==> config.mk <==
export PLATFORM = sky130hd
export DESIGN_NAME = memory_stage_flat
export DESIGN_NICKNAME = d
export VERILOG_FILES = /design/src/rtl/memory_stage_if.sv /design/src/rtl/memory_stage.sv /design/src/flat_wrapper.sv
export SDC_FILE = /design/constraint.sdc
export NUM_CORES = 1
export LEC_CHECK = 0
export BUFFER_PORTS_ARGS = -buffer_cell sky130_fd_sc_hd__buf_2
export CORE_MARGIN = 4
export CORE_UTILIZATION = 46
export DETAILED_ROUTE_END_ITERATION = 6
export PLACE_DENSITY = 0.77
export SLEW_MARGIN = 40
export SYNTH_ARGS = -nofsm -noshare
export SYNTH_HDL_FRONTEND = slang
export SYNTH_SLANG_ARGS = --single-unit
==> constraint.sdc <==
create_clock -name clk -period 1.9 [get_ports clk]
set_input_delay 0.19 -clock clk [delete_from_list [all_inputs] [get_ports clk]]
set_output_delay 0.19 -clock clk [all_outputs]
set_load 0.03 [all_outputs]
==> src/rtl/memory_stage_if.sv <==
// rtl/memory_stage_if.sv - split-transaction data bus between the memory stage and data memory
interface memory_stage_if;
  logic        dreq_valid;
  logic        dreq_write;
  logic [31:0] dreq_addr;
  logic [3:0]  dreq_strobe;
  logic [31:0] dreq_data;
  logic        dresp_addr_ok;
  logic        dresp_data_ok;
  logic [31:0] dresp_data;

  modport master (
    output dreq_valid, dreq_write, dreq_addr, dreq_strobe, dreq_data,
    input  dresp_addr_ok, dresp_data_ok, dresp_data
  );

  modport slave (
    input  dreq_valid, dreq_write, dreq_addr, dreq_strobe, dreq_data,
    output dresp_addr_ok, dresp_data_ok, dresp_data
  );
endinterface

==> src/rtl/memory_stage.sv <==
// rtl/memory_stage.sv - load/store pipeline stage between execute and writeback
module memory_stage #(
  parameter int DEST_W = 5,
  parameter int PC_W   = 32
) (
  input  logic              clk,
  input  logic              reset,
  input  logic              flush,
  input  logic              in_valid,
  output logic              in_ready,
  input  logic              in_memread,
  input  logic              in_memwrite,
  input  logic [1:0]        in_size,
  input  logic              in_signed,
  input  logic [31:0]       in_addr,
  input  logic [31:0]       in_wdata,
  input  logic [DEST_W-1:0] in_dest,
  input  logic              in_regwrite,
  input  logic [PC_W-1:0]   in_pc,
  memory_stage_if.master    dbus,
  output logic              out_valid,
  input  logic              out_ready,
  output logic [31:0]       out_result,
  output logic [DEST_W-1:0] out_dest,
  output logic              out_regwrite,
  output logic              out_exc_adel,
  output logic              out_exc_ades,
  output logic [31:0]       out_badvaddr,
  output logic [PC_W-1:0]   out_pc
);
  typedef enum logic [1:0] {IDLE, REQ, WAIT, HOLD} state_t;
  state_t state, state_n;

  // Latched memory op, held while the bus transaction is outstanding
  logic              killed;
  logic              op_write;
  logic              op_signed;
  logic              op_regwrite;
  logic [1:0]        op_size;
  logic [31:0]       op_addr;
  logic [31:0]       op_data;
  logic [3:0]        op_strobe;
  logic [DEST_W-1:0] op_dest;
  logic [PC_W-1:0]   op_pc;

  logic        is_mem, is_word, is_half, misaligned, exc;
  logic        accept, start_mem, direct, complete, deliver;
  logic [3:0]  strobe_n;
  logic [31:0] lanes_n, shifted, load_val;

  assign in_ready  = (state == IDLE) && (!out_valid || out_ready);
  assign accept    = in_valid && in_ready && !flush;
  assign start_mem = accept && is_mem && !misaligned;
  assign direct    = accept && !(is_mem && !misaligned);
  assign exc       = is_mem && misaligned;

  assign dbus.dreq_valid  = (state == REQ);
  assign dbus.dreq_write  = op_write;
  assign dbus.dreq_addr   = op_addr;
  assign dbus.dreq_strobe = op_strobe;
  assign dbus.dreq_data   = op_data;

  // Decode the incoming op: alignment check and store lane steering
  always_comb begin
    is_mem     = in_memread | in_memwrite;
    is_word    = in_size[1];
    is_half    = (in_size == 2'd1);
    misaligned = (is_half && in_addr[0]) || (is_word && (in_addr[1:0] != 2'b00));
    if (is_word) begin
      strobe_n = 4'hF;
      lanes_n  = in_wdata;
    end else if (is_half) begin
      strobe_n = 4'b0011 << in_addr[1:0];
      lanes_n  = {2{in_wdata[15:0]}};
    end else begin
      strobe_n = 4'b0001 << in_addr[1:0];
      lanes_n  = {4{in_wdata[7:0]}};
    end
    if (!in_memwrite) strobe_n = 4'h0;
  end

  // Align the returned word to the addressed byte and extend to 32 bits
  always_comb begin
    shifted = dbus.dresp_data >> {op_addr[1:0], 3'b000};
    case (op_size)
      2'd0:    load_val = {{24{op_signed & shifted[7]}}, shifted[7:0]};
      2'd1:    load_val = {{16{op_signed & shifted[15]}}, shifted[15:0]};
      default: load_val = shifted;
    endcase
  end

  // Next-state logic; a completion caught by a flush is dropped
  always_comb begin
    state_n  = state;
    complete = 1'b0;
    case (state)
      IDLE: if (start_mem) state_n = REQ;
      REQ: begin
        if (dbus.dresp_addr_ok) begin
          if (dbus.dresp_data_ok) complete = 1'b1;
          else                    state_n  = WAIT;
        end
      end
      WAIT: if (dbus.dresp_data_ok) complete = 1'b1;
      HOLD: if (flush || out_ready) state_n = IDLE;
      default: state_n = IDLE;
    endcase
    deliver = complete && !killed && !flush;
    if (complete) state_n = (deliver && !out_ready) ? HOLD : IDLE;
  end

  // State register
  always_ff @(posedge clk) begin
    if (reset) state <= IDLE;
    else       state <= state_n;
  end

  // Op latch, kill flag and the output register toward writeback
  always_ff @(posedge clk) begin
    if (reset) begin
      killed       <= 1'b0;
      op_write     <= 1'b0;
      op_signed    <= 1'b0;
      op_regwrite  <= 1'b0;
      op_size      <= 2'd0;
      op_addr      <= 32'd0;
      op_data      <= 32'd0;
      op_strobe    <= 4'd0;
      op_dest      <= '0;
      op_pc        <= '0;
      out_valid    <= 1'b0;
      out_result   <= 32'd0;
      out_dest     <= '0;
      out_regwrite <= 1'b0;
      out_exc_adel <= 1'b0;
      out_exc_ades <= 1'b0;
      out_badvaddr <= 32'd0;
      out_pc       <= '0;
    end else begin
      if (flush && (state == REQ || state == WAIT)) killed <= 1'b1;
      if (complete) killed <= 1'b0;

      if (start_mem) begin
        op_write    <= in_memwrite;
        op_signed   <= in_signed;
        op_regwrite <= in_regwrite;
        op_size     <= in_size;
        op_addr     <= in_addr;
        op_data     <= lanes_n;
        op_strobe   <= strobe_n;
        op_dest     <= in_dest;
        op_pc       <= in_pc;
      end

      if (flush) begin
        out_valid <= 1'b0;
      end else if (direct) begin
        out_valid    <= 1'b1;
        out_result   <= exc ? 32'd0 : in_addr;
        out_dest     <= in_dest;
        out_regwrite <= in_regwrite && !exc;
        out_exc_adel <= exc && !in_memwrite;
        out_exc_ades <= exc && in_memwrite;
        out_badvaddr <= exc ? in_addr : 32'd0;
        out_pc       <= in_pc;
      end else if (deliver) begin
        out_valid    <= 1'b1;
        out_result   <= op_write ? op_addr : load_val;
        out_dest     <= op_dest;
        out_regwrite <= op_regwrite && !op_write;
        out_exc_adel <= 1'b0;
        out_exc_ades <= 1'b0;
        out_badvaddr <= 32'd0;
        out_pc       <= op_pc;
      end else if (out_ready) begin
        out_valid <= 1'b0;
      end
    end
  end
endmodule

==> src/flat_wrapper.sv <==
// flat-port wrapper written by rule: the top's interface ports become plain ports
module memory_stage_flat 
#(
  parameter int DEST_W = 5,
  parameter int PC_W   = 32
)
  (clk, reset, flush, in_valid, in_ready, in_memread, in_memwrite, in_size, in_signed, in_addr, in_wdata, in_dest, in_regwrite, in_pc, out_valid, out_ready, out_result, out_dest, out_regwrite, out_exc_adel, out_exc_ades, out_badvaddr, out_pc, dbus_dreq_valid, dbus_dreq_write, dbus_dreq_addr, dbus_dreq_strobe, dbus_dreq_data, dbus_dresp_addr_ok, dbus_dresp_data_ok, dbus_dresp_data);
  memory_stage_if dbus_i ();
  input  logic clk;
  input  logic reset;
  input  logic flush;
  input  logic in_valid;
  output logic in_ready;
  input  logic in_memread;
  input  logic in_memwrite;
  input  logic [1:0] in_size;
  input  logic in_signed;
  input  logic [31:0] in_addr;
  input  logic [31:0] in_wdata;
  input  logic [DEST_W-1:0] in_dest;
  input  logic in_regwrite;
  input  logic [PC_W-1:0] in_pc;
  output logic out_valid;
  input  logic out_ready;
  output logic [31:0] out_result;
  output logic [DEST_W-1:0] out_dest;
  output logic out_regwrite;
  output logic out_exc_adel;
  output logic out_exc_ades;
  output logic [31:0] out_badvaddr;
  output logic [PC_W-1:0] out_pc;
  output wire logic [$bits(dbus_i.dreq_valid)-1:0] dbus_dreq_valid;
  output wire logic [$bits(dbus_i.dreq_write)-1:0] dbus_dreq_write;
  output wire logic [$bits(dbus_i.dreq_addr)-1:0] dbus_dreq_addr;
  output wire logic [$bits(dbus_i.dreq_strobe)-1:0] dbus_dreq_strobe;
  output wire logic [$bits(dbus_i.dreq_data)-1:0] dbus_dreq_data;
  input wire logic [$bits(dbus_i.dresp_addr_ok)-1:0] dbus_dresp_addr_ok;
  input wire logic [$bits(dbus_i.dresp_data_ok)-1:0] dbus_dresp_data_ok;
  input wire logic [$bits(dbus_i.dresp_data)-1:0] dbus_dresp_data;
  assign dbus_dreq_valid = dbus_i.dreq_valid;
  assign dbus_dreq_write = dbus_i.dreq_write;
  assign dbus_dreq_addr = dbus_i.dreq_addr;
  assign dbus_dreq_strobe = dbus_i.dreq_strobe;
  assign dbus_dreq_data = dbus_i.dreq_data;
  assign dbus_i.dresp_addr_ok = dbus_dresp_addr_ok;
  assign dbus_i.dresp_data_ok = dbus_dresp_data_ok;
  assign dbus_i.dresp_data = dbus_dresp_data;
  memory_stage #(.DEST_W(DEST_W), .PC_W(PC_W)) u_core (.clk(clk), .reset(reset), .flush(flush), .in_valid(in_valid), .in_ready(in_ready), .in_memread(in_memread), .in_memwrite(in_memwrite), .in_size(in_size), .in_signed(in_signed), .in_addr(in_addr), .in_wdata(in_wdata), .in_dest(in_dest), .in_regwrite(in_regwrite), .in_pc(in_pc), .dbus(dbus_i), .out_valid(out_valid), .out_ready(out_ready), .out_result(out_result), .out_dest(out_dest), .out_regwrite(out_regwrite), .out_exc_adel(out_exc_adel), .out_exc_ades(out_exc_ades), .out_badvaddr(out_badvaddr), .out_pc(out_pc));
endmodule
* Yosys cells after proc, flatten, opt, wreduce, memory -nomap -nowiden
Cells that the tools add are included.
Storage, ports and cells: flip-flop bits (word level) 218, output and inout bits 176
Operators by class: equal/unequal tests 9, shift operators 3, mux-type cells 35, bitwise gates (word level) 4, reductions and logical operators 41
Operators by type and width (count):
- $mux W32 | 11
- $pmux W32 S2 | 1
- $shr A32 B5 Y32 | 1
- $logic_and A1 B1 Y1 | 18
- $mux W2 | 6
- $mux W4 | 3
- $mux W1 | 10
- $mux W5 | 2
- $logic_not A1 Y1 | 9
- $ne A3 B1 Y1 const B | 3
- $eq A2 B1 Y1 const B | 3
- $pmux W2 S3 | 1
- $reduce_and A5 Y1 | 1
- $eq A2 B2 Y1 const B | 2
- $logic_not A2 Y1 | 2
- $logic_or A1 B1 Y1 | 4
- $reduce_bool A2 Y1 | 2
- $reduce_bool A4 Y1 | 1
- $reduce_or A2 Y1 | 2
- $shl A1 B2 Y4 const A | 1
- $shl A2 B2 Y4 const A | 1
- $ne A3 B2 Y1 const B | 1
- $reduce_bool A3 Y1 | 1
- $and A1 B1 Y1 | 2
- other kinds (4) | 4

* Logic depth before layout (Yosys ltp)
Gate-level depths: netlist of run 1.
word-level depth 10, gate-level depth with buffers 10

* Worst setup path before layout of run 1
Ideal clock, no wire load.
kind register -> register, from register u_core.op_addr[1], in the netlist u_core.dbus.dreq_addr[1], to register u_core.out_result[9], library setup time 117 ps, arrival 1981 ps, data required time 1783 ps, slack -197 ps, cell stages (with the launch flop) 7, buffers on the path 1, clock period less this slack 2097 ps, cell sequence dfxtp_1 > buf_4 > mux4_2 > a2111oi_2 > a211o_2 > nor2_1 > o22a_1
Between the ends: cells in the longest elaborated chain, start to end 6
Ends and longest elaborated chain:
- from (decl) | line memory_stage.sv:40 | logic [31:0] op_addr;
- from (signal assigned) | line memory_stage.sv:148 | op_addr <= in_addr;
- $shr A32 B5 Y32 (*) | line memory_stage.sv:84 | shifted = dbus.dresp_data >> {op_addr[1:0], 3'b000};
- $and A1 B1 Y1 | line memory_stage.sv:86 | 2'd0: load_val = {{24{op_signed & shifted[7]}}, shifted[7:0]};
- $pmux W32 S2 (*) | line memory_stage.sv:85 | case (op_size)
- $mux W32 (*) | line memory_stage.sv:168 | out_result <= op_write ? op_addr : load_val;
- $mux W32 (*) | line memory_stage.sv:166 | end else if (deliver) begin
- $mux W32 (*) | line memory_stage.sv:157 | end else if (direct) begin
- to (signal assigned) | line memory_stage.sv:159 | out_result <= exc ? 32'd0 : in_addr;
- to (signal assigned) | line memory_stage.sv:168
- to (decl) | line memory_stage.sv:23 | output logic [31:0] out_result,
Mark *: on every way between the ends. The rest lies on a longest branch, timed or not. The select of a mux whose other input is x is not followed. A chain may end at the register's enable or synchronous reset.

* Worst setup path in the final report of run 1
from register u_core.state[0], to register u_core.out_result[13]
Between the ends: cells in the longest elaborated chain, start to end 7
Ends and longest elaborated chain:
- from (decl) | line memory_stage.sv:32 | state_t state, state_n;
- from (signal assigned) | line memory_stage.sv:115 | else state <= state_n;
- branches (longest 7 deep; another with $eq A2 B2 Y1)
Parallel ways; which one is timed is not known.

==> out/qor.yml, run 1 <==
logic_synthesis:
  syn_nets: 1320
  synth_top_area_share_pct: 45.3
  syn_area_per_cell_um2: 8.23
  yosys.cell_types.count: 56
  synth_edf_count: 0
  synth.cell_area_mm2: 0.00963
  ys_seq_area_share_pct: 45.3
  synth-seq-cells: 218
  ys_async_sr_fraction_pct: 0
  netlist.top_cell.by_area: "dfxtp_1"
  synth_ff_type: "dfxtp_1"
  synth_warnings: 0
  postSynthCellCount: 1170
  yosys-top-cells-area: "dfxtp_1 (45%), nand2_1 (9.0%), a21oi_1 (7.2%)"
setup_path:
  crit_fanout: 16
  cp_slowest_cell: "or3_4"
  crit_arrival_ns: 2.41
  cp-start-kind: "register"
  crit_type: "register to register"
  crit_path_frequent_cell: "inv_2"
  setup.worst_path.end_class: "register"
  worstPathCellList: "inv_2 > ha_4 > inv_2 > or3_4 > buf_6 > o21ai_4 > buf_12 > a21oi_1 > o22a_1"
  slowest_delay_ns: 0.43
  crit_required_ns: 2.30
clock_tree:
  clk_path_buf_depth: 3
  cts_tree: "yes"
  cts_buffers: 24
  clk_pin_slew_ns: 0.06
  cts_root_buf: "clkbuf_16"
  htree_levels: 1
  clk_latency_ns: 0.52
  clock_sinks: 218
timing:
  timing.hold.ws_ns: 0.0298
  min_period_ns: 2.01
  slew_headroom_pct: 62.9
  clock.fmax_mhz: 498
  worst_pin_slew_ns: 0.557
  rsz0062_at_grt: "yes"
  finalSetupViolCount: 64
  setup_slack_ns: -0.108
  period_share_pct: 106
  hold_viol: 0
  clock_skew_ns: 0.0163
  final-max-slew-violation-count: 0
outcome:
  violations: "negative setup slack"
  status: "complete, but fails checks"
pwr:
  pwr_density_cell_mw_per_mm2: 919
  leakage_uw: 0.00678
  design_power_total_uw: 13700
  ir_worst_vdd_mv: 0.785
route:
  drc: 0
  drtPass1Iterations: 5
  routedWlPerCell_um: 20.5
  ant_nets: 0
  routed_wl_mm: 38.7
  drt_iter0_drc: 753
  via_count: 10800
  routed_via_density: 5.74
cells_and_area:
  nFillCells: 1435
  area.sequential_mm2: 0.00437
  diodes: 0
  area_delta_synth_final_pct: 55.2
  final_cell_count_no_fill: 1890
  drive_gt1_share_pct: 39.0
  multi_input_area_mm2: 0.00550
  nets: 1754
  final_area_mm2: 0.0149
die:
  ios: 322
  die_w_um: 153
  coreArea_mm2: 0.0204
  die_area_mm2: 0.0233
  die_h_um: 153
  initial_utilization_pct: 47.1
  num_rows: 52
job:
  cap_viol_max_count: 0
global_routing:
  grt_usage_pct: 28.7
  grt_max_degree: 83
  grt_overflow: 0
  antenna_found_initial: 2
  grt_pass1_vias: 10300
  grt_pass1_wl_mm: 55.5
placement:
  port_buffers: 321
  place_ws_ns: -0.0859
  hpwl_mm: 23.2
  dpl_cell_area_mm2: 0.0119
  routabilityCongestion: 0.915
  placedCellCount: 1728
hold_path:
  hold_path_class: "primary input to register"
==> area by class of cell <==
type / count / area share [%]
Timing Repair Buffer: 507 / 25.5
Sequential cell: 218 / 29.3
Multi-Input combinational cell: 815 / 36.8
Tap cell: 270 / 2.26
Clock buffer: 38 / 4.71
Clock inverter: 4 / 0.494
Inverter: 38 / 0.954
==> synthesized netlist by cell type, types with 3 or more instances <==
| master | n |
|---|---|
| or2_2 | 8 |
| a211oi_1 | 59 |
| inv_1 | 38 |
| nor2_1 | 122 |
| a221oi_1 | 15 |
| nand2b_1 | 5 |
| and2_1 | 7 |
| a221o_1 | 8 |
| mux2i_1 | 63 |
| clkbuf_1 | 51 |
| nor3_1 | 13 |
| buf_4 | 10 |
| o31ai_1 | 6 |
| buf_2 | 33 |
| dfxtp_1 | 218 |
| a22oi_1 | 34 |
| a2111oi_0 | 8 |
| a32oi_1 | 4 |
| o22a_1 | 17 |
| nand3_1 | 3 |
| ha_1 | 4 |
| o221ai_1 | 7 |
| o21ai_0 | 13 |
| nand2_1 | 232 |
| a21oi_1 | 138 |
| nor3_2 | 3 |
| buf_1 | 4 |
| nor2b_1 | 14 |
==> layout by cell type, fill, tap and decap left out, types with 9 or more instances in the layout <==
| cell type | count |
|---|---|
| a211oi_1 | 53 |
| nand2_2 | 9 |
| buf_6 | 18 |
| buf_4 | 54 |
| a22oi_2 | 23 |
| o22a_1 | 17 |
| o21ai_0 | 13 |
| a22oi_1 | 11 |
| a21oi_1 | 92 |
| nor2_1 | 121 |
| inv_1 | 35 |
| nor2b_1 | 13 |
| clkbuf_16 | 33 |
| buf_12 | 19 |
| dfxtp_1 | 214 |
| nand2_4 | 34 |
| a21oi_2 | 44 |
| clkbuf_1 | 10 |
| nand2_1 | 189 |
| buf_2 | 320 |
| dlygate4sd3_1 | 79 |
| mux2i_1 | 63 |
| nor3_1 | 10 |
==> registers in the layout, indices dropped and copies added (netlist names), 2 cells and up <==
name / flops
u_core.dbus.dreq_addr: 32
u_core.dbus.dreq_data: 32
u_core.dbus.dreq_strobe: 4
u_core.op_dest: 5
u_core.op_pc: 32
u_core.op_size: 2
u_core.out_badvaddr: 32
u_core.out_dest: 5
u_core.out_pc: 32
u_core.out_result: 32
u_core.state: 2
==> worst paths after layout <==
kind                                                start                        end  slack [ns]  cells past startpoint
worst min-delay path                         in_wdata[16]  u_core.dbus.dreq_data[16]        0.03                      3
worst max register to register            u_core.state[0]      u_core.out_result[13]       -0.11                      9
worst min register to register  u_core.dbus.dreq_data[26]  u_core.dbus.dreq_data[26]        0.45                      2
worst max-delay path                      u_core.state[0]      u_core.out_result[13]       -0.11                      9
==> metal layers <==
layer | part of all wire, % | track usage [%] | up-vias
li1 | - | - | 4965
met1 | 36 | 34.4 | 5078
met2 | 49 | 49.8 | 647
met3 | 9.9 | 7.24 | 155
met4 | 4.9 | 10.3 | 4
met5 | 0.039 | 0 | -
==> metrics by stage <==
step	setup TNS, ns	util, %
6_report	-1.94	73.2
3_5_place_dp	-1.53	58.1
4_1_cts	-1.36	68.8
5_1_grt	-11.66	73.2
3_3_place_gp	-0.251	58.1
2_1_floorplan	-0.0195	-
==> cells by family (layout without fill, tap and decap cells) <==
group / after synthesis / in the layout / synth area share [%]
simple gates: 415 / 416 / 18.0
flops: 218 / 218 / 45.3
buf+inv: 138 / 587 / 6.22
fa+ha+maj: 4 / 4 / 0.520
mux: 65 / 65 / 6.90
xor+xnor: 3 / 3 / 0.273
compound gates: 327 / 327 / 22.8
==> critical path: cells and delay by family (launching register included) <==
kind	cells	cell delay (ns)
compound gates	3	0.55
buf+inv	4	0.44
simple gates	1	0.43
fa+ha+maj	1	0.13
flops	1	0.33
==> repair_timing <==
item | 4_1_cts | 5_1_grt
endpoints found under the hold margin | 152 | 0
hold buffers | 79 | 0
cloned | 9 | 11
gates resized for setup | 61 | 152
pin swaps | 30 | 75
buffers inserted | 18 | 8
endpoints found under the setup margin | 117 | 203
==> report_power, final <==
| part | internal, uW | total (uW) | switching (uW) |
|---|---|---|---|
| Clock | 2800 | 4690 | 1890 |
| Combinational | 1560 | 3900 | 2350 |
| Sequential | 4920 | 5140 | 215 |
| Total | 9280 | 13700 | 4450 |
No activity file was read; power rests on OpenSTA's default activity.
==> run 2, diff against run 1 <==
- CORE_UTILIZATION: 46 -> 50
- CTS_BUF_LIST: default -> sky130_fd_sc_hd__clkbuf_16
- PLACE_DENSITY: 0.77 -> 0.79
- clock period: 1.9 -> 1.95 ns (I/O delays scaled with it)
==> run 2 against run 1 <==
  * Largest cell class unchanged
  * Via count fell by 1.4%
  * Largest power group unchanged
  * Highest routed layer unchanged
  * The run still ends with negative setup slack left
  * Count of clock-buffer cells in the layout fell by 14
  * Global-route usage rose by 1.8 points
  * Utilization rose by 1.9 points
==> out/qor.yml, run 2 (same netlist as run 1, synthesis figures left out) <==
outcome:
  status: "complete, but fails checks"
  violations: "negative setup slack"
setup_path:
  critPathBufInv: 4  # unchanged
  reg2regPathDepth: 10  # +1
  rr_startpoint: "u_core.state[1]"
  cp_slowest_cell: "dfxtp_2"
  slowest_delay_ns: 0.36  # -0.07 ns
  worstPathCellList: "inv_2 > buf_6 > ha_4 > a21o_1 > and3_4 > a21oi_4 > buf_4 > clkbuf_16 > a22oi_1 > nor2_1"
  crit_fanout: 10  # -6
  crit_type: "register to register"
  reg2reg_slack_ns: -0.09  # about the same
  crit_required_ns: 2.40  # +0.10 ns
  crit_arrival_ns: 2.50  # +0.09 ns
  r2r_end: "u_core.out_badvaddr[21]"
  setup.worst_path.end_class: "register"
  cp-start-kind: "register"
  cpLargestDelayFamily: "buffers and inverters"
cells_and_area:
  post-route-util_pct: 75.0  # +1.9 points
  final_area_mm2: 0.0141  # -5.4%
  final_common_cell: "buf_2"
  final_cell_mix: "buf_2 (320), nand2_1 (231), dfxtp_1 (214)"
  area_delta_synth_final_pct: 46.8
  nFillCells: 1270  # -11%
  drive_gt1_share_pct: 32.8  # -6.2 points
  nets: 1734  # -1.1%
timing:
  clock.fmax_mhz: 489  # -1.8%
  min_period_ns: 2.04  # +0.0364 ns
  final-max-slew-violation-count: 0  # unchanged
  hold_viol: 0  # unchanged
  slew_headroom_pct: 64.4  # +1.5 points
  setup_slack_ns: -0.0944  # +0.0136 ns
  rsz0062_at_grt: "yes"
  period_share_pct: 105  # -0.84 points
  worst_pin_slew_ns: 0.531  # -0.0256 ns
  finalSetupViolCount: 17  # -73%
  clock_skew_ns: 0.0256  # +0.00938 ns
clock_tree:
  cts_tree: "yes"
  htree_levels: 1  # unchanged
  clk_pin_slew_ns: 0.07  # about the same
  clk_path_buf_depth: 3  # unchanged
  clock_sinks: 218  # unchanged
  cts_root_buf: "clkbuf_16"
  cts_buffers: 23  # -4.2%
  clk_latency_ns: 0.52  # about the same
global_routing:
  grt_overflow: 0  # unchanged
  grt_pass1_wl_mm: 54.3  # -2.1%
  grt_pass1_vias: 10100  # -1.3%
  grt_max_degree: 80  # -3.6%
  grt_usage_pct: 30.5  # +1.8 points
  antenna_found_initial: 3  # +1
die:
  die_h_um: 147  # -3.9%
  die_area_mm2: 0.0215  # -7.6%
  die_w_um: 147  # -3.9%
  coreArea_mm2: 0.0188  # -7.8%
  ios: 322  # unchanged
  num_rows: 50  # -3.8%
  initial_utilization_pct: 51.1  # +4.0 points
route:
  routed_via_density: 5.74  # about the same
  drc: 0  # unchanged
  drtPass1Iterations: 6  # +1
  drt_iter0_drc: 823  # +9.3%
  routedWlPerCell_um: 20.0  # -2.4%
  ant_nets: 0  # unchanged
  routed_wl_mm: 37.2  # -3.9%
  via_count: 10700  # -1.4%
hold_path:
  hold_path_class: "primary input to register"
  min_to: "u_core.dbus.dreq_data[29]"
  worstHoldStart: "in_wdata[29]"
  whs_path_depth: 5  # +2
placement:
  routabilityCongestion: 0.923  # +0.85%
  dpl_cell_area_mm2: 0.0118  # -0.54%
  hpwl_mm: 22.9  # -1.4%
  port_buffers: 321  # unchanged
pwr:
  ir_worst_vdd_mv: 1.14  # +45%
  pwr_density_cell_mw_per_mm2: 914  # -0.54%
  leakage_uw: 0.00634  # -6.5%
job:
  cap_viol_max_count: 0  # unchanged
-- run 2: worst reg2reg max path: cells and delay by family, from the launching register on --
family                   cells  cell delay, ns
AO/OA/AOI/OAI                3            0.55
adder cells (fa/ha/maj)      1            0.15
buffers and inverters        4            0.56
flip-flops                   1            0.36
AND/OR/NAND/NOR              2            0.35
-- run 2: power breakdown --
| group | internal [uW] | leakage (uW) | total (uW) | switching [uW] |
|---|---|---|---|---|
| clock | 2500 | 0.000367 | 4350 | 1850 |
| sequential | 4800 | 0.00177 | 5000 | 210 |
| combinational | 1410 | 0.00420 | 3550 | 2150 |
-- run 2: area by class of cell --
cell class	instances	area (um2)	area share [%]
multi-input cells	814	4980	35.2
inverters	38	143	1.01
clock buffers	24	601	4.25
well taps	260	325	2.30
clock inverters	18	140	0.992
diodes	1	2.50	0.0177
repair buffers	489	3570	25.2
flip-flops and latches	218	4370	30.9
-- run 2: repair_timing --
action                                  CTS  global route
pin swaps                                 1            21
gates cloned                              2            11
hold buffers                             80             0
setup buffers                             3            13
gates resized for setup                  13            76
endpoints found under the setup margin  104           204
endpoints found under the hold margin   152             0
-- run 2: worst max-delay path by stage --
stage                                         from                        end  cells past startpoint
after global placement                  in_addr[0]      u_core.out_result[17]                      7
after CTS                          u_core.state[1]           u_core.op_pc[25]                     10
final                              u_core.state[1]    u_core.out_badvaddr[21]                     10
after floorplan           u_core.dbus.dreq_addr[1]       u_core.out_result[9]                      6
after detailed placement           u_core.state[1]  u_core.dbus.dreq_data[19]                     10
after global routing               u_core.state[1]    u_core.out_badvaddr[21]                     10
-- run 2: stage by stage --
| stage | power (uW) | TNS [ns] | cells | hold WS [ns] | setup WS (ns) |
|---|---|---|---|---|---|
| after floorplan | 6870 | 0 | 1170 | 0.274 | 0.0137 |
| after global placement | 7910 | -0.0454 | 1711 | 0.435 | -0.0286 |
| after detailed placement | 7970 | -0.352 | 1711 | 0.442 | -0.0725 |
| after CTS | 12500 | -0.00403 | 1838 | 0.00630 | -0.00403 |
| after global routing | 13400 | -3.93 | 1862 | 0.0552 | -0.127 |
| final | 12900 | -0.302 | 1862 | 0.0225 | -0.0944 |
-- run 2: routing by layer --
layer  global-route usage, %  up-vias  share of wire (%)
met4                    13.3        4                5.2
met5                       0        -              0.089
li1                        -     4903                  -
met3                    8.27      155                 10
met2                    51.0      615                 48
met1                    36.9     5017                 36
==> run 3, diff against run 2 <==
- CORE_UTILIZATION: 50 -> 51
- PLACE_DENSITY: 0.79 -> 0.81
- clock period: 1.95 -> 1.9 ns (I/O delays scaled with it)
==> run 3 against run 2 <==
  * The run still ends with negative setup slack left
  * Critical endpoint is now u_core.out_pc[18]
  * Total power increased by 3.4%
  * Sequential share of layout area decreased by 1.3 points
  * Via count up 3.3%
  * Critical path type unchanged
  * Die area decreased by 1.9%
==> out/qor.yml, run 3 (same netlist as run 1, synthesis figures left out) <==
route:
  drtPass1Iterations: 7  # +1
  drc: 0  # unchanged
  via_count: 11000  # +3.3%
  ant_nets: 0  # unchanged
  drt_iter0_drc: 878  # +6.7%
  routedWlPerCell_um: 21.8  # +9.2%
  routed_via_density: 5.96  # +3.8%
  routed_wl_mm: 40.4  # +8.7%
placement:
  placedCellCount: 1687  # -1.4%
  hpwl_mm: 23.3  # +2.1%
  port_buffers: 321  # unchanged
  routabilityCongestion: 0.936  # +1.5%
die:
  ios: 322  # unchanged
  num_rows: 49  # -2.0%
  die_w_um: 145  # -0.93%
  die_area_mm2: 0.0211  # -1.9%
  initial_utilization_pct: 52.7  # +1.6 points
  die_h_um: 145  # -0.93%
  coreArea_mm2: 0.0183  # -3.0%
cells_and_area:
  post-route-util_pct: 80.8  # +5.8 points
  nFillCells: 1165  # -8.3%
  final_cell_mix: "buf_2 (319), dfxtp_1 (214), nand2_1 (210)"
  area_delta_synth_final_pct: 53.4
  final_common_cell: "buf_2"
  nets: 1750  # +0.92%
  drive_gt1_share_pct: 38.0  # +5.2 points
  final_cell_count_no_fill: 1852  # -0.54%
timing:
  period_share_pct: 107  # +1.9 points
  hold_viol: 0  # unchanged
  clock.fmax_mhz: 493  # +0.76%
  final-max-slew-violation-count: 0  # unchanged
  clock_skew_ns: 0.00957  # -0.0161 ns
  worst_pin_slew_ns: 0.553  # +0.0221 ns
  setup_slack_ns: -0.129  # -0.0345 ns
  slew_headroom_pct: 63.1  # -1.3 points
  rsz0062_at_grt: "yes"
  finalSetupViolCount: 74  # +57
  min_period_ns: 2.03  # -0.0155 ns
hold_path:
  hold_path_class: "primary input to register"
global_routing:
  grtUsageMet2_pct: 52.3  # +1.3 points
  grt_usage_pct: 31.8  # +1.3 points
  gr-usage-met1_pct: 39.4  # +2.5 points
  busiest_layer: "met2"
  grt_max_degree: 71  # -11%
  grt_use_met3_pct: 7.97  # -0.29 points
  grt_pass1_vias: 10300  # +1.9%
  antenna_found_initial: 8  # +5
  grt_pass1_wl_mm: 55.8  # +2.7%
  grt_overflow: 0  # unchanged
setup_path:
  setup.worst_path.end_class: "register"
  slowest_delay_ns: 0.41  # +0.05 ns
  crit_fanout: 35  # +25
  crit_type: "register to register"
  rr_startpoint: "u_core.state[0]"
  worstPathCellList: "inv_2 > ha_4 > inv_2 > buf_4 > nor3_4 > buf_4 > nand2_2 > clkbuf_16 > a211oi_1"
  r2r_end: "u_core.out_pc[18]"
  crit_required_ns: 2.27  # -0.13 ns
  cp-start-kind: "register"
  reg2reg_slack_ns: -0.13  # -0.03 ns
  endpoint: "u_core.out_pc[18]"
  crit_arrival_ns: 2.40  # -0.10 ns
  cp-startpoint: "u_core.state[0]"
  cp_slowest_cell: "a211oi_1"
  reg2regPathDepth: 9  # -1
clock_tree:
  cts_tree: "yes"
  clk_path_buf_depth: 3  # unchanged
  clk_latency_ns: 0.51  # about the same
  htree_levels: 1  # unchanged
  cts_root_buf: "clkbuf_16"
  cts_buffers: 24  # +4.3%
  clk_pin_slew_ns: 0.06  # about the same
  clock_sinks: 218  # unchanged
pwr:
  ir_worst_vdd_mv: 0.718  # -37%
  pwr_density_cell_mw_per_mm2: 904  # -1.1%
  leakage_uw: 0.00665  # +4.8%
job:
  cap_viol_max_count: 0  # unchanged
outcome:
  status: "complete, but fails checks"
  violations: "negative setup slack"
run 3: cell types whose count changed in the layout (fill, tap and decap cells not counted), moves of 6 or more:
cell,before,now
a22oi_2,0,32
nand2_1,231,210
a21oi_1,111,105
nor2_1,121,108
a22oi_1,34,2
nor2_2,1,13
buf_12,18,24
nand2_4,0,16
run 3: what timing repair did:
item                                    CTS  global route
hold buffers                             79             0
resized for setup                        32           158
pin swaps                                12            77
endpoints found under the hold margin   150             0
cloned                                    6            16
endpoints found under the setup margin  114           195
setup buffers                             7            10
run 3: power by group:
part	total (uW)	switching [uW]	internal (uW)
Sequential	5150	228	4920
Clock	4270	1900	2370
Combinational	3930	2350	1580
Total	13300	4480	8870
run 3: worst max-delay path, delay by kind of cell (launching register included):
family	cells	cell delay, ns
AND/OR/NAND/NOR	2	0.33
AO/OA/AOI/OAI	1	0.41
buffers and inverters	5	0.67
flip-flops	1	0.32
adder cells (fa/ha/maj)	1	0.13
run 3: cell type report:
type,count,area (um2),area share [%]
Antenna cell,6,15.0,0.102
Clock buffer,25,626,4.24
Clock inverter,18,82.6,0.559
Inverter,38,143,0.966
Multi-Input combinational cell,814,5360,36.3
Sequential cell,218,4370,29.6
Tap cell,229,287,1.94
Timing Repair Buffer,504,3890,26.3
run 3: how the worst min path moves through the flow:
stage | startpoint | endpoint | slack (ns) | cells after the start
after floorplan | flush | u_core.out_valid | 0.27 | 1
after global placement | in_signed | u_core.op_signed | 0.43 | 3
after detailed placement | u_core.dbus.dreq_data[31] | u_core.dbus.dreq_data[31] | 0.44 | 2
after CTS | reset | u_core.out_badvaddr[21] | 0.0007 | 2
after global routing | reset | u_core.out_badvaddr[11] | 0.02 | 2
final | reset | u_core.out_badvaddr[24] | 0.02 | 2
run 3: routing by layer:
layer | vias to the layer above | part of all wire, %
li1 | 4953 | -
met1 | 5183 | 36
met2 | 711 | 47
met3 | 190 | 10
met4 | 6 | 6.4
met5 | - | 0.069
run 3: per-stage QoR:
stage          power, uW  setup WS, ns  setup TNS [ns]  cell area (um2)  hold WS (ns)
2_1_floorplan       7060      -0.00648         -0.0195             9670         0.269
5_1_grt            13800        -0.185          -11.35            14800        0.0189
4_1_cts            12700       -0.0673           -3.10            13700      0.000730
3_5_place_dp        8250       -0.0918          -0.924            11800         0.443
6_report           13300        -0.129           -2.17            14800        0.0215
3_3_place_gp        8190       -0.0268         -0.0519            11800         0.431
